### src/rtl/fetch_prefetch_unit_pkg.sv
// Shared definitions for the instruction-fetch front end:
// the FSM encoding and the NOP that IF/ID sees while nothing has been fetched.
package fetch_prefetch_unit_pkg;

    typedef enum logic [1:0] {
        ST_IDLE   = 2'd0,
        ST_FETCH  = 2'd1,
        ST_HALTED = 2'd2
    } fetch_state_e;

    localparam int              INST_W   = 32;
    localparam logic [INST_W-1:0] NOP_INST = 32'h0000_0013;

endpackage

### src/rtl/fetch_prefetch_unit_fifo.sv
// Show-ahead FIFO for fetched {instruction, pc} pairs. The head entry is
// visible on rdata whenever it is non-empty. Flush empties it in one cycle.
module fetch_fifo #(
    parameter int WIDTH = 64,
    parameter int DEPTH = 4
) (
    input  logic                   clk,
    input  logic                   rst,
    input  logic                   push,
    input  logic                   pop,
    input  logic                   flush,
    input  logic [WIDTH-1:0]       wdata,
    output logic [WIDTH-1:0]       rdata,
    output logic [$clog2(DEPTH):0] count,
    output logic                   full,
    output logic                   empty
);

    localparam int PTR_W = $clog2(DEPTH);
    localparam int CNT_W = PTR_W + 1;

    logic [WIDTH-1:0] mem [DEPTH];
    logic [PTR_W-1:0] wr_ptr;
    logic [PTR_W-1:0] rd_ptr;
    logic [CNT_W-1:0] cnt;
    logic             do_push;
    logic             do_pop;

    assign do_push = push & ~flush;
    assign do_pop  = pop & ~flush & (cnt != '0);

    always_ff @(posedge clk or negedge rst) begin
        if (!rst) begin
            wr_ptr <= '0;
            rd_ptr <= '0;
            cnt    <= '0;
        end else if (flush) begin
            wr_ptr <= '0;
            rd_ptr <= '0;
            cnt    <= '0;
        end else begin
            if (do_push) wr_ptr <= wr_ptr + 1'b1;
            if (do_pop)  rd_ptr <= rd_ptr + 1'b1;
            case ({do_push, do_pop})
                2'b10:   cnt <= cnt + 1'b1;
                2'b01:   cnt <= cnt - 1'b1;
                default: cnt <= cnt;
            endcase
        end
    end

    // NOTE: storage is not reset; cnt decides validity, so stale words are never observed.
    always_ff @(posedge clk) begin
        if (do_push) mem[wr_ptr] <= wdata;
    end

    assign rdata = mem[rd_ptr];
    assign count = cnt;
    assign full  = (cnt == CNT_W'(DEPTH));
    assign empty = (cnt == '0);

endmodule

### src/rtl/fetch_prefetch_unit.sv
// Instruction-fetch front end: owns the fetch PC, issues single-outstanding reads
// on granted cycles, buffers responses and hands them to IF/ID via valid/ready.
module fetch_prefetch_unit
    import fetch_prefetch_unit_pkg::*;
#(
    parameter int               XLEN     = 32,
    parameter int               DEPTH    = 4,
    parameter int               ADDR_W   = 8,
    parameter logic [XLEN-1:0]  RESET_PC = 32'h0000_0000
) (
    input  logic              clk,
    input  logic              rst,
    input  logic              mem_gnt,
    output logic              mem_req,
    output logic [ADDR_W-1:0] mem_addr,
    input  logic              mem_rvalid,
    input  logic [XLEN-1:0]   mem_rdata,
    input  logic              redirect,
    input  logic [XLEN-1:0]   redirect_pc,
    input  logic              halt,
    input  logic              inst_ready,
    output logic              inst_valid,
    output logic [XLEN-1:0]   inst,
    output logic [XLEN-1:0]   inst_pc,
    output logic [XLEN-1:0]   inst_pc4
);

    localparam int CNT_W = $clog2(DEPTH) + 1;

    fetch_state_e      state;
    fetch_state_e      state_next;
    logic [XLEN-1:0]   fpc;
    logic [XLEN-1:0]   pending_pc;
    logic              inflight;
    logic              drop;

    logic              take_redirect;
    logic              credit_ok;
    logic              rsp_push;
    logic              fifo_pop;
    logic [CNT_W-1:0]  fifo_count;
    logic              fifo_full;
    logic              fifo_empty;
    logic [2*XLEN-1:0] fifo_head;
    logic [XLEN-1:0]   head_inst;
    logic [XLEN-1:0]   head_pc;
    logic [XLEN-1:0]   head_pc4;
    logic [XLEN-1:0]   held_inst;
    logic [XLEN-1:0]   held_pc;
    logic [XLEN-1:0]   held_pc4;

    // Halt outranks redirect; once halted the pipeline only drains.
    assign take_redirect = redirect & ~halt & (state != ST_HALTED);
    // In-flight words already own a slot, so the FIFO can never overflow.
    assign credit_ok     = (32'(fifo_count) + 32'(inflight)) < 32'(DEPTH);
    assign rsp_push      = mem_rvalid & ~drop & ~take_redirect;
    assign fifo_pop      = inst_valid & inst_ready;

    always_ff @(posedge clk or negedge rst) begin
        if (!rst) state <= ST_IDLE;
        else      state <= state_next;
    end

    always_comb begin
        // NOTE: defaults first so every path assigns every output and no latch is inferred.
        state_next = state;
        mem_req    = 1'b0;
        case (state)
            ST_IDLE:   state_next = ST_FETCH;
            ST_FETCH: begin
                if (halt) state_next = ST_HALTED;
                mem_req = mem_gnt & ~redirect & ~halt & credit_ok;
            end
            ST_HALTED: state_next = ST_HALTED;
            default:   state_next = ST_IDLE;
        endcase
    end

    always_ff @(posedge clk or negedge rst) begin
        if (!rst) begin
            fpc        <= RESET_PC;
            pending_pc <= '0;
            inflight   <= 1'b0;
            drop       <= 1'b0;
        end else if (take_redirect) begin
            fpc      <= redirect_pc & ~XLEN'(3);
            drop     <= inflight & ~mem_rvalid;
            inflight <= inflight & ~mem_rvalid;
        end else begin
            if (mem_rvalid) begin
                inflight <= 1'b0;
                drop     <= 1'b0;
            end
            // NOTE: the last non-blocking assignment wins, so a new request re-arms
            // inflight in the same cycle the previous response retires.
            if (mem_req) begin
                inflight   <= 1'b1;
                pending_pc <= fpc;
                fpc        <= fpc + XLEN'(4);
            end
        end
    end

    fetch_fifo #(
        .WIDTH (2 * XLEN),
        .DEPTH (DEPTH)
    ) u_fifo (
        .clk   (clk),
        .rst   (rst),
        .push  (rsp_push),
        .pop   (fifo_pop),
        .flush (take_redirect),
        .wdata ({mem_rdata, pending_pc}),
        .rdata (fifo_head),
        .count (fifo_count),
        .full  (fifo_full),
        .empty (fifo_empty)
    );

    assign head_inst = fifo_head[2*XLEN-1:XLEN];
    assign head_pc   = fifo_head[XLEN-1:0];
    assign head_pc4  = head_pc + XLEN'(4);

    // Outputs keep showing the last head while the FIFO is empty.
    always_ff @(posedge clk or negedge rst) begin
        if (!rst) begin
            held_inst <= XLEN'(NOP_INST);
            held_pc   <= '0;
            held_pc4  <= '0;
        end else if (inst_valid) begin
            held_inst <= head_inst;
            held_pc   <= head_pc;
            held_pc4  <= head_pc4;
        end
    end

    assign inst_valid = ~fifo_empty;
    assign inst       = inst_valid ? head_inst : held_inst;
    assign inst_pc    = inst_valid ? head_pc   : held_pc;
    assign inst_pc4   = inst_valid ? head_pc4  : held_pc4;
    assign mem_addr   = fpc[ADDR_W-1:0];

    push_never_full: assert property (@(posedge clk) disable iff (!rst) !(rsp_push && fifo_full));

endmodule

### config.mk
export PLATFORM = sky130hd
export DESIGN_NAME = fetch_prefetch_unit
export DESIGN_NICKNAME = d
export VERILOG_FILES = /design/src/rtl/fetch_prefetch_unit_pkg.sv /design/src/rtl/fetch_prefetch_unit_fifo.sv /design/src/rtl/fetch_prefetch_unit.sv
export SDC_FILE = /design/constraint.sdc
export NUM_CORES = 1
export LEC_CHECK = 0
export ABC_AREA = 1
export ABC_CLOCK_PERIOD_IN_PS = 6840
export CAP_MARGIN = 20
export CORE_MARGIN = 2
export CORE_UTILIZATION = 40
export DETAILED_ROUTE_END_ITERATION = 10
export MAX_ROUTING_LAYER = met4
export PLACE_DENSITY_LB_ADDON = 0.1
export SLEW_MARGIN = 30
export SYNTH_ARGS = -nofsm -noshare
export SYNTH_HDL_FRONTEND = slang
export SYNTH_SLANG_ARGS = --single-unit
### constraint.sdc
create_clock -name clk -period 6.84 [get_ports clk]
set_input_delay 0.684 -clock clk [delete_from_list [all_inputs] [get_ports clk]]
set_output_delay 0.684 -clock clk [all_outputs]
set_load 0.02 [all_outputs]
==> results.cfg <==
[synthesis]
synth_xor_area_share_pct = 0.4482
netlist_area_um2 = 17590
synth_edf_count = 248
avgSynthCellArea_um2 = 9.897
yosys.area_share.simple_pct = 21.72
synth_cell_types = 39
synth.ff_latch_count = 415
syn_inst = 1777
synth_compound_area_share_pct = 6.204
async_flop_share_pct = 40.24
synth_fa_ha_area_share_pct = 0.7541
synth_top_family_by_area = simple AND/OR/NAND/NOR gates
ys.flop_type = edfxtp_1
ys_seq_area_share_pct = 66.13
synth.area.mux_share_pct = 0.05692
yosysWarnings = 0

[timing]
fin_tns_setup_ns = 0
fin_crit_sh_pct = 77.27
fin_crit_ns = 5.285
slew-limit-headroom_pct = 37.88
fmax_mhz = 189.2
rsz0062_at_grt = no
drv_slew = 0
skew_ns = 0.01051
worstMarginPinSlew_ns = 0.9318
hold_ws_ns = 0.08117
finalSetupViolations = 0
finalHoldViolCount = 0

[clock_tree]
cts-root-buf = clkbuf_16
tritoncts = yes
cts-buffers-inserted = 45
clk_pin_slew_worst_paths_ns = 0.06
htree_levels = 2
ctsHoldBuffers = 0
clock_latency_ns = 0.56
post_cts_resized = 0
cts_sinks = 415
cts_max_path_buffers = 3
postCtsSetupRepairBufs = 0

[global_routing]
grt_use_met1_pct = 28.16
met2_usage_pct = 29.77
busiest_layer = met2
grt_pass1_wl_um = 67150
grt_overflow = 0
grt_pass1_vias = 11840
gr-usage-all-layers_pct = 19.82
gr-usage-met3_pct = 2.973
antenna_found_initial = 1
grt_max_degree = 90

[place]
place_inst = 2468
portBuffers = 172
dpl_cell_area_um2 = 19860
hpwlAfterDp_um = 27080
place.gp.congestion = 0.8687

[route]
drtIter0Drc = 761
vias = 12410
drtPass1Iterations = 7
finalWirelength_um = 43120
wl_per_cell_um = 16.88
viasPerCell = 4.860
ant_nets = 0
drc = 0

[layout]
area_delta_synth_final_pct = 21.52
drive_gt1_share_pct = 5.793
layout.cells.non_filler = 2554
num-fill-cells = 4020
nets = 2012
fin_area_um2 = 21370

[outcome]
status = finished clean

[setup_path]
crit_type = reg -> out
cp_max_fo = 89
crit_required_ns = 6.16
cp-end-kind = output pin
arrival_ns = 4.60
startpoint_type = flop

[floorplanning]
die_y_um = 213.7
ios = 177
rows = 76
initial_core_util_pct = 40.65
core_um2 = 43270
die_x_um = 213.7
die_area_um2 = 45660

[power]
leakage_uw = 0.008612
powerDensity_nw_per_um2 = 525.6
peakVddDrop_uv = 251.0

[min_path]
min_path_type = in -> async

[job]
cap_violations = 0
sequential cells by signal (all words and copies together), names as in the netlist:
signal,cells
u_fifo.rd_ptr,2
u_fifo.wr_ptr,2
held_inst,32
u_fifo.mem,248
fpc,30
held_pc4,32
held_pc,32
state,2
drop,1
inflight,1
u_fifo.count,3
pending_pc,30
cell families after synthesis:
group                      Yosys count
xor gates and xnor gates             9
muxes                                1
adders and majority gates           10
AOI/OAI and AO/OA                  194
and+or+nand+nor                    950
other                                1
buffers and inverters              197
DFF                                415
synth_stat cells (all sizes together), types with 3 or more instances:
library cell | number | share of area (%)
nor3 | 8 | 0.28
xor2 | 5 | 0.25
nand2 | 472 | 10
xnor2 | 4 | 0.20
edfxtp | 248 | 42
nor2 | 324 | 7.0
dfrtp | 164 | 23
nand4 | 18 | 0.64
nand3b | 3 | 0.13
ha | 9 | 0.64
dfstp | 3 | 0.45
inv | 112 | 2.4
clkbuf | 36 | 0.77
o21ai | 119 | 3.4
buf | 49 | 1.5
o211ai | 8 | 0.34
o2111ai | 3 | 0.15
a31oi | 38 | 1.4
a21oi | 13 | 0.37
o31ai | 3 | 0.13
o221ai | 5 | 0.25
nand3 | 124 | 3.6
routing by layer:
| layer | part of all wire [%] | wire (um) |
|---|---|---|
| met2 | 45 | 19440 |
| met3 | 5.0 | 2139 |
| met1 | 48 | 20790 |
| met4 | 1.8 | 759 |
| met5 | 0 | 0 |
metrics by stage:
stage	total power [uW]	util [%]	setup WS [ns]
3_3_place_gp	8836	45.82	2.152
6_report	11230	49.40	1.555
4_1_cts	11370	49.32	1.500
3_5_place_dp	8924	45.89	2.094
5_1_grt	12010	49.40	1.218
2_1_floorplan	6820	-	2.689
final cells by class:
type | instances | area [um2] | share of cell area [%]
clock buffer | 64 | 1300 | 6.083
clock inverter | 20 | 181.4 | 0.8489
antenna | 1 | 2.502 | 0.01171
sequential | 415 | 11630 | 54.44
multi-input combinational | 1166 | 5184 | 24.26
tap | 585 | 732.0 | 3.425
timing repair buffer | 191 | 1913 | 8.951
inverter | 112 | 424.2 | 1.985
worst max-delay path, cell delays in order, from the launching register on:
cell             delay [ns]
dfrtp_4                0.65
clkinv_2               0.47
buf_4                  0.78
nand2_1                0.16
nand3_1                0.12
nand2_1                0.10
nor2_2                 0.17
nand3_2                0.20
nor2_1                 0.38
nand3_1                0.12
o211ai_1               0.17
clkdlybuf4s50_1        0.67
where the power goes:
group | total, uW | internal [uW] | leakage (uW) | switching [uW]
clock | 2410 | 1440 | 0.000726 | 972
combinational | 4910 | 1780 | 0.00358 | 3130
sequential | 3920 | 3510 | 0.00431 | 404
worst paths after layout:
| path | from | to | slack [ns] | cells past startpoint |
|---|---|---|---|---|
| worst max-delay path | u_fifo.rd_ptr[0]$_DFFE_PN0P_ | inst_pc4[14] | 1.55 | 11 |
| worst min-delay path | rst | held_inst[9]$_DFF_PN0_ | 0.08 | 1 |
| worst max register to register | u_fifo.rd_ptr[0]$_DFFE_PN0P_ | held_pc4[30]$_DFF_PN0_ | 3.34 | 11 |
| worst min register to register | held_pc4[29]$_DFF_PN0_ | held_pc4[29]$_DFF_PN0_ | 0.48 | 2 |
| max in group asynchronous | rst | u_fifo.rd_ptr[0]$_DFFE_PN0P_ | 5.60 | 2 |
| min in group clk | held_pc4[29]$_DFF_PN0_ | held_pc4[29]$_DFF_PN0_ | 0.48 | 2 |
layout by cell type, fill, tap and decap left out, drive strengths merged, types with 2 or more instances in the layout:
cell	Yosys	final
nand2	472	472
nor2	324	324
edfxtp	248	248
clkdlybuf4s50	0	171
dfrtp	164	164
nand3	124	124
o21ai	119	119
inv	112	112
clkbuf	36	64
a31oi	38	38
buf	49	20
nand4	18	18
clkinv	0	15
a21oi	13	13
ha	9	9
o211ai	8	8
nor3	8	8
xor2	5	5
o221ai	5	5
xnor2	4	4
o31ai	3	3
nand3b	3	3
o2111ai	3	3
bufinv	0	3
dfstp	3	3
conb	1	2
clkinvlp	0	2
No activity file was read; power rests on OpenSTA's default activity.
